### src/rtl/mem_port_arbiter_pkg.sv
// mem_port_arbiter_pkg
// Shared definitions for the memory port arbiter: the transaction FSM state
// encoding and the requester index constants used to address the two-entry
// requester vectors (index 0 = I-cache refill, index 1 = D-cache refill/writeback).
package mem_port_arbiter_pkg;

  typedef enum logic [1:0] {
    IDLE  = 2'd0,
    ISSUE = 2'd1,
    RDATA = 2'd2,
    WRESP = 2'd3
  } arb_state_t;

  localparam int REQ_IC = 0;
  localparam int REQ_DC = 1;

endpackage

### src/rtl/mem_port_arbiter_rr.sv
// rr_arbiter2
// Combinational two-way round-robin pick.
// Ports:
//   valid_i       requests present, indexed by requester
//   last_owner_i  requester granted most recently
//   grant_o       one-hot grant (or zero when nobody requests)
// A lone requester wins outright; on a tie the requester that did not own
// the port last time wins.
module rr_arbiter2
  import mem_port_arbiter_pkg::*;
(
  input  logic [1:0] valid_i,
  input  logic       last_owner_i,
  output logic [1:0] grant_o
);

  logic tie;

  assign tie = valid_i[REQ_IC] & valid_i[REQ_DC];

  always_comb begin
    grant_o         = '0;
    grant_o[REQ_IC] = valid_i[REQ_IC] & (~tie | (last_owner_i == 1'(REQ_DC)));
    grant_o[REQ_DC] = valid_i[REQ_DC] & (~tie | (last_owner_i == 1'(REQ_IC)));
  end

endmodule

### src/rtl/mem_port_arbiter.sv
// mem_port_arbiter
// Shares one downstream memory port between the I-cache refill engine
// (requester 0) and the D-cache refill/writeback engine (requester 1).
// One transaction at a time: accept, issue, then either stream read beats
// back to the owner or wait for the write response.
// Ports:
//   clk, reset                 clock, asynchronous active-high reset
//   req_valid/ready/addr/write/wdata   per-requester request channel
//   rsp_valid/last/done        per-requester response strobes (owner only)
//   rsp_rdata                  read beat data, shared by both requesters
//   m_req/ready/addr/write/wdata       memory request channel
//   m_rvalid/rdata/rlast       memory read beat channel
//   m_bvalid                   memory write response
// Handshake: a request transfers in the cycle where req_valid[i] and
// req_ready[i] are both high; the requester holds valid and fields stable
// until then. On the memory side the request transfers when m_req and
// m_ready are both high; m_addr/m_write/m_wdata stay stable while m_req is up.
module mem_port_arbiter
  import mem_port_arbiter_pkg::*;
#(
  parameter int ADDR_WIDTH = 64,
  parameter int DATA_WIDTH = 64,
  parameter int BEATS      = 8
) (
  input  logic                       clk,
  input  logic                       reset,
  input  logic [1:0]                 req_valid,
  output logic [1:0]                 req_ready,
  input  logic [1:0][ADDR_WIDTH-1:0] req_addr,
  input  logic [1:0]                 req_write,
  input  logic [1:0][DATA_WIDTH-1:0] req_wdata,
  output logic [1:0]                 rsp_valid,
  output logic [1:0]                 rsp_last,
  output logic [1:0]                 rsp_done,
  output logic [DATA_WIDTH-1:0]      rsp_rdata,
  output logic                       m_req,
  input  logic                       m_ready,
  output logic [ADDR_WIDTH-1:0]      m_addr,
  output logic                       m_write,
  output logic [DATA_WIDTH-1:0]      m_wdata,
  input  logic                       m_rvalid,
  input  logic [DATA_WIDTH-1:0]      m_rdata,
  input  logic                       m_rlast,
  input  logic                       m_bvalid
);

  localparam int              CNT_W     = $clog2(BEATS);
  localparam logic [CNT_W-1:0] LAST_BEAT = CNT_W'(BEATS - 1);

  arb_state_t             state_q;
  logic                   last_owner_q;
  logic                   owner_q;
  logic [CNT_W-1:0]       beat_cnt_q;
  logic [CNT_W-1:0]       beat_cnt_d;
  logic [ADDR_WIDTH-1:0]  addr_q;
  logic                   write_q;
  logic [DATA_WIDTH-1:0]  wdata_q;
  logic                   m_req_q;
  // Sticky protocol error: read burst length disagreed with BEATS.
  // Kept internal; it has no effect on sequencing.
  logic                   proto_err_q;

  logic [1:0]             grant;
  logic                   handshake;
  logic                   new_owner;

  rr_arbiter2 u_rr (
    .valid_i      (req_valid),
    .last_owner_i (last_owner_q),
    .grant_o      (grant)
  );

  // Ready is offered only in IDLE; gating with reset keeps every output low
  // while reset is held, even if requesters are already asserting valid.
  assign req_ready  = ((state_q == IDLE) && !reset) ? grant : 2'b00;
  assign handshake  = |(req_valid & req_ready);
  assign new_owner  = grant[REQ_DC];
  assign beat_cnt_d = beat_cnt_q + 1'b1;

  assign m_req   = m_req_q;
  assign m_addr  = addr_q;
  assign m_write = write_q;
  assign m_wdata = wdata_q;

  // Responses pass straight through to the owner only, and only in the
  // matching phase; stray memory responses in other states are dropped.
  always_comb begin
    rsp_valid = '0;
    rsp_last  = '0;
    rsp_done  = '0;
    rsp_rdata = '0;
    if (state_q == RDATA) begin
      rsp_valid[owner_q] = m_rvalid;
      rsp_last[owner_q]  = m_rvalid & m_rlast;
      rsp_rdata          = m_rdata;
    end
    if (state_q == WRESP) begin
      rsp_done[owner_q] = m_bvalid;
    end
  end

  always_ff @(posedge clk or posedge reset) begin
    if (reset) begin
      state_q      <= IDLE;
      last_owner_q <= 1'b1;
      owner_q      <= 1'b0;
      beat_cnt_q   <= '0;
      addr_q       <= '0;
      write_q      <= 1'b0;
      wdata_q      <= '0;
      m_req_q      <= 1'b0;
      proto_err_q  <= 1'b0;
    end else begin
      case (state_q)
        IDLE: begin
          if (handshake) begin
            addr_q       <= req_addr[new_owner];
            write_q      <= req_write[new_owner];
            wdata_q      <= req_wdata[new_owner];
            owner_q      <= new_owner;
            last_owner_q <= new_owner;
            beat_cnt_q   <= '0;
            m_req_q      <= 1'b1;
            state_q      <= ISSUE;
          end
        end
        ISSUE: begin
          if (m_ready) begin
            m_req_q <= 1'b0;
            state_q <= write_q ? WRESP : RDATA;
          end
        end
        RDATA: begin
          if (m_rvalid) begin
            beat_cnt_q <= beat_cnt_d;
            // rlast must coincide exactly with the final counted beat; this
            // catches both an early rlast and a wrap with no rlast.
            if (m_rlast != (beat_cnt_q == LAST_BEAT)) begin
              proto_err_q <= 1'b1;
            end
            if (m_rlast) begin
              beat_cnt_q <= '0;
              state_q    <= IDLE;
            end
          end
        end
        WRESP: begin
          if (m_bvalid) begin
            state_q <= IDLE;
          end
        end
        default: state_q <= IDLE;
      endcase
    end
  end

endmodule

### config.mk
export PLATFORM = sky130hd
export DESIGN_NAME = mem_port_arbiter
export DESIGN_NICKNAME = d
export VERILOG_FILES = /design/src/rtl/mem_port_arbiter_pkg.sv /design/src/rtl/mem_port_arbiter_rr.sv /design/src/rtl/mem_port_arbiter.sv
export SDC_FILE = /design/constraint.sdc
export NUM_CORES = 1
export LEC_CHECK = 0
export ABC_AREA = 1
export BUFFER_PORTS_ARGS = -buffer_cell sky130_fd_sc_hd__buf_2
export CORE_AREA = 2 2 209 211
export DETAILED_ROUTE_END_ITERATION = 8
export DIE_AREA = 0 0 211 213
export GPL_TIMING_DRIVEN = 0
export SLEW_MARGIN = 0
export SYNTH_ARGS = -nofsm -noshare
export SYNTH_HDL_FRONTEND = slang
export SYNTH_HIERARCHICAL = 1
export SYNTH_SLANG_ARGS = --single-unit
### constraint.sdc
create_clock -name clk -period 14.25 [get_ports clk]
set_input_delay 4.275 -clock clk [delete_from_list [all_inputs] [get_ports clk]]
set_output_delay 4.275 -clock clk [all_outputs]
set_load 0.1 [all_outputs]
==> run metrics <==
run status=finished, final reports clean; largest stage delay on the critical path=610 ps; yosys warns=6; CTS tree=built; most frequent cell after synthesis=nand2_1; Worst Hold Class=flip-flop to flip-flop; GR Overflow Total=0; CTS clk-pin slew, worst paths=~60 ps; synthesized area per cell=6.34 um^2; RSZ-0062 raised after global routing=no; Slew headroom=0.392; top layer in use=met4; largest cells by area after synthesis=dfrtp_1, nand2_1, inv_1, nor2_1, buf_2; DRT iter0 DRCs=568; drt first pass iters=5; Post-synth ARST share=1.00; fin nets=2029; fin crit period=10130 ps; Post-Synth Adder-Cell Area=0; initial antenna violation count=7; Worst Path Max Fanout=10; largest net degree at the start of global routing=77; CP delay by family, top=buffers and inverters; DR WL/cell=15.3 um; # hold bufs at CTS=0; Setup crit start kind=input pin; core area=around 43000 um^2; Yosys reg bits=134; area leader, netlist=dfrtp_1; Post-synth top flop=dfrtp_1; # DRC=0; main combinational cell family by area after synthesis=simple AND/OR/NAND/NOR gates; CP endpoint kind=primary output; share of the synthesized area in the top cell type=0.457; xor/xnor share of the synthesized area=0; DR WL met3=2.35 mm; Tcrit/Tclk final=0.711; post-synth cell types=21; Max stage delay cell, worst path=clkbuf_1; WL final=34.7 mm; final slew viol count=0; Setup Fix Bufs, Post-CTS=0; Cells after Synth=1148; Post-DP HPWL=28.5 mm; H-tree depth=4; via count=9180; Max Root-Sink Buffers=2; LEAKAGE=slightly above 0.007 uW; layout cells sized above 1=0.353; Crit Path Class=input pin to primary output; die height=213 um; Synth Area in Compound Gates=0.00619; multiplexer share of the synthesized area=0; Fin. Hold Viols=0; row count=76; post-synthesis simple-gate area fraction=0.450; CTS Buf Count=17; CTS Sinks=around 130; vias in the first global route=8796; GRT Resource Usage Total=0.147; Buffers on Ports=531; first-pass GRT wire length=48.6 mm; cells along the critical path=buf_2 -> a21boi_2 -> buf_2 -> inv_1 -> clkbuf_1 -> nor2_1 -> buf_2; Initial Utilization=0.170; Avg Vias per Cell=4.05; setup total negative slack=0 ps; Mapped Nets=1478; Die X=between 200 and 250 um; most frequent CP cell=buf_2; routed length on met2=16.7 mm; post-synthesis sequential area ratio=0.461; Worst-Margin Slew=911 ps; clk_lat worst skew=450 ps; clock root cell=clkbuf_16; worst clock skew=11.7 ps; Util after Layout=0.264; area grow syn2layout=54.8%; Pwr Density=298 nW/um^2; buffers and inverters on the worst path=5; Post-Syn Area=7280 um^2; peak supply drop=0.199 mV; Final Setup Violations=0; Synth top cells by count=nand2_1, dfrtp_1, inv_1; Met1 Wirelength=~13 mm; Worst EP required=between 9000 and 10000 ps; io pins=532; Die ar.=44900 um^2; Crit path arrival time=roughly 5900 ps; post-route ant nets=0; routability-driven placement congestion ratio=0.886; f_max=98.7 MHz; post-cts resize count=0; Post-synth EDFFs=0; max capacitance violation total=0
-- cells by family after synthesis --
logic type | count (synthesis)
compound gates | 6
buf+inv | 141
flops | 134
simple gates | 867
-- worst register-to-register path, cell delays in order (launching register included) --
cell and delay, ps:
dfstp_2 550, a21boi_2 50, buf_2 150, inv_1 130, buf_2 440, clkbuf_1 480
nand2_1 170, nand2_1 110, nand2_1 60, nand2_1 80
-- registers in the layout, summed over array words and instances, names as in the netlist --
| register | flops |
|---|---|
| m_addr | 64 |
| m_req | 1 |
| owner_q | 1 |
| m_write | 1 |
| state_q | 2 |
| last_owner_q | 1 |
| m_wdata | 64 |
-- cell type report --
cell class	instances	area, um^2
clock buffer	19	443
antenna	6	15.0
fill	4820	31400
clock inverter	13	156
inverter	77	294
tap	546	683
timing repair buffer	532	2690
buffer	64	313
multi-input combinational	873	3320
sequential	134	3350
-- cell usage in the layout, fill, tap and decap left out, drive strengths merged --
cell / n
nand2: 787
buf: 567
dfrtp: 133
inv: 77
nor2: 67
clkbuf: 48
clkinv: 8
diode: 6
nor3: 6
nand3: 5
bufinv: 3
nand4: 2
o21ai: 2
o211ai: 2
clkinvlp: 2
dfstp: 1
a21oi: 1
a21boi: 1
-- final timing paths --
check,startpoint,endpoint,slack [ps],cells after the start
max reg2reg,last_owner_q,m_addr[46],11970,9
max,req_valid[1],req_ready[1],4120,7
min,m_addr[9],m_addr[9],460,2
max in group asynchronous,reset,m_wdata[19],9530,3
min in group asynchronous,reset,m_wdata[25],3900,2
min reg2reg,m_addr[9],m_addr[9],460,2
-- layer usage --
| layer | vias to the layer above | track usage |
|---|---|---|
| met1 | 4181 | 0.157 |
| li1 | 4474 | - |
| met3 | 91 | 0.0360 |
| met2 | 434 | 0.252 |
| met5 | - | 0 |
| met4 | 0 | 0.112 |
-- power by group --
group,internal (uW),switching (uW),total (uW),leakage [uW]
sequential,552,99.4,652,0.00168
clock,278,178,456,0.000293
combinational,301,1950,2250,0.00527
total,1130,2230,3360,0.00725
-- per-stage QoR --
step | setup slack (ps) | power (uW) | area [um^2] | hold WS, ps | cells
floorplan | 1270 | 2470 | 7280 | 458 | 1148
global placement | 562 | 2900 | 10600 | 450 | 2225
detailed placement | 4030 | 2920 | 10700 | 453 | 2226
CTS | 4020 | 3390 | 11300 | 468 | 2258
global route | 3990 | 3500 | 11300 | 483 | 2263
finish | 4120 | 3360 | 11300 | 464 | 2264
Power figures use the tool's default switching activity.
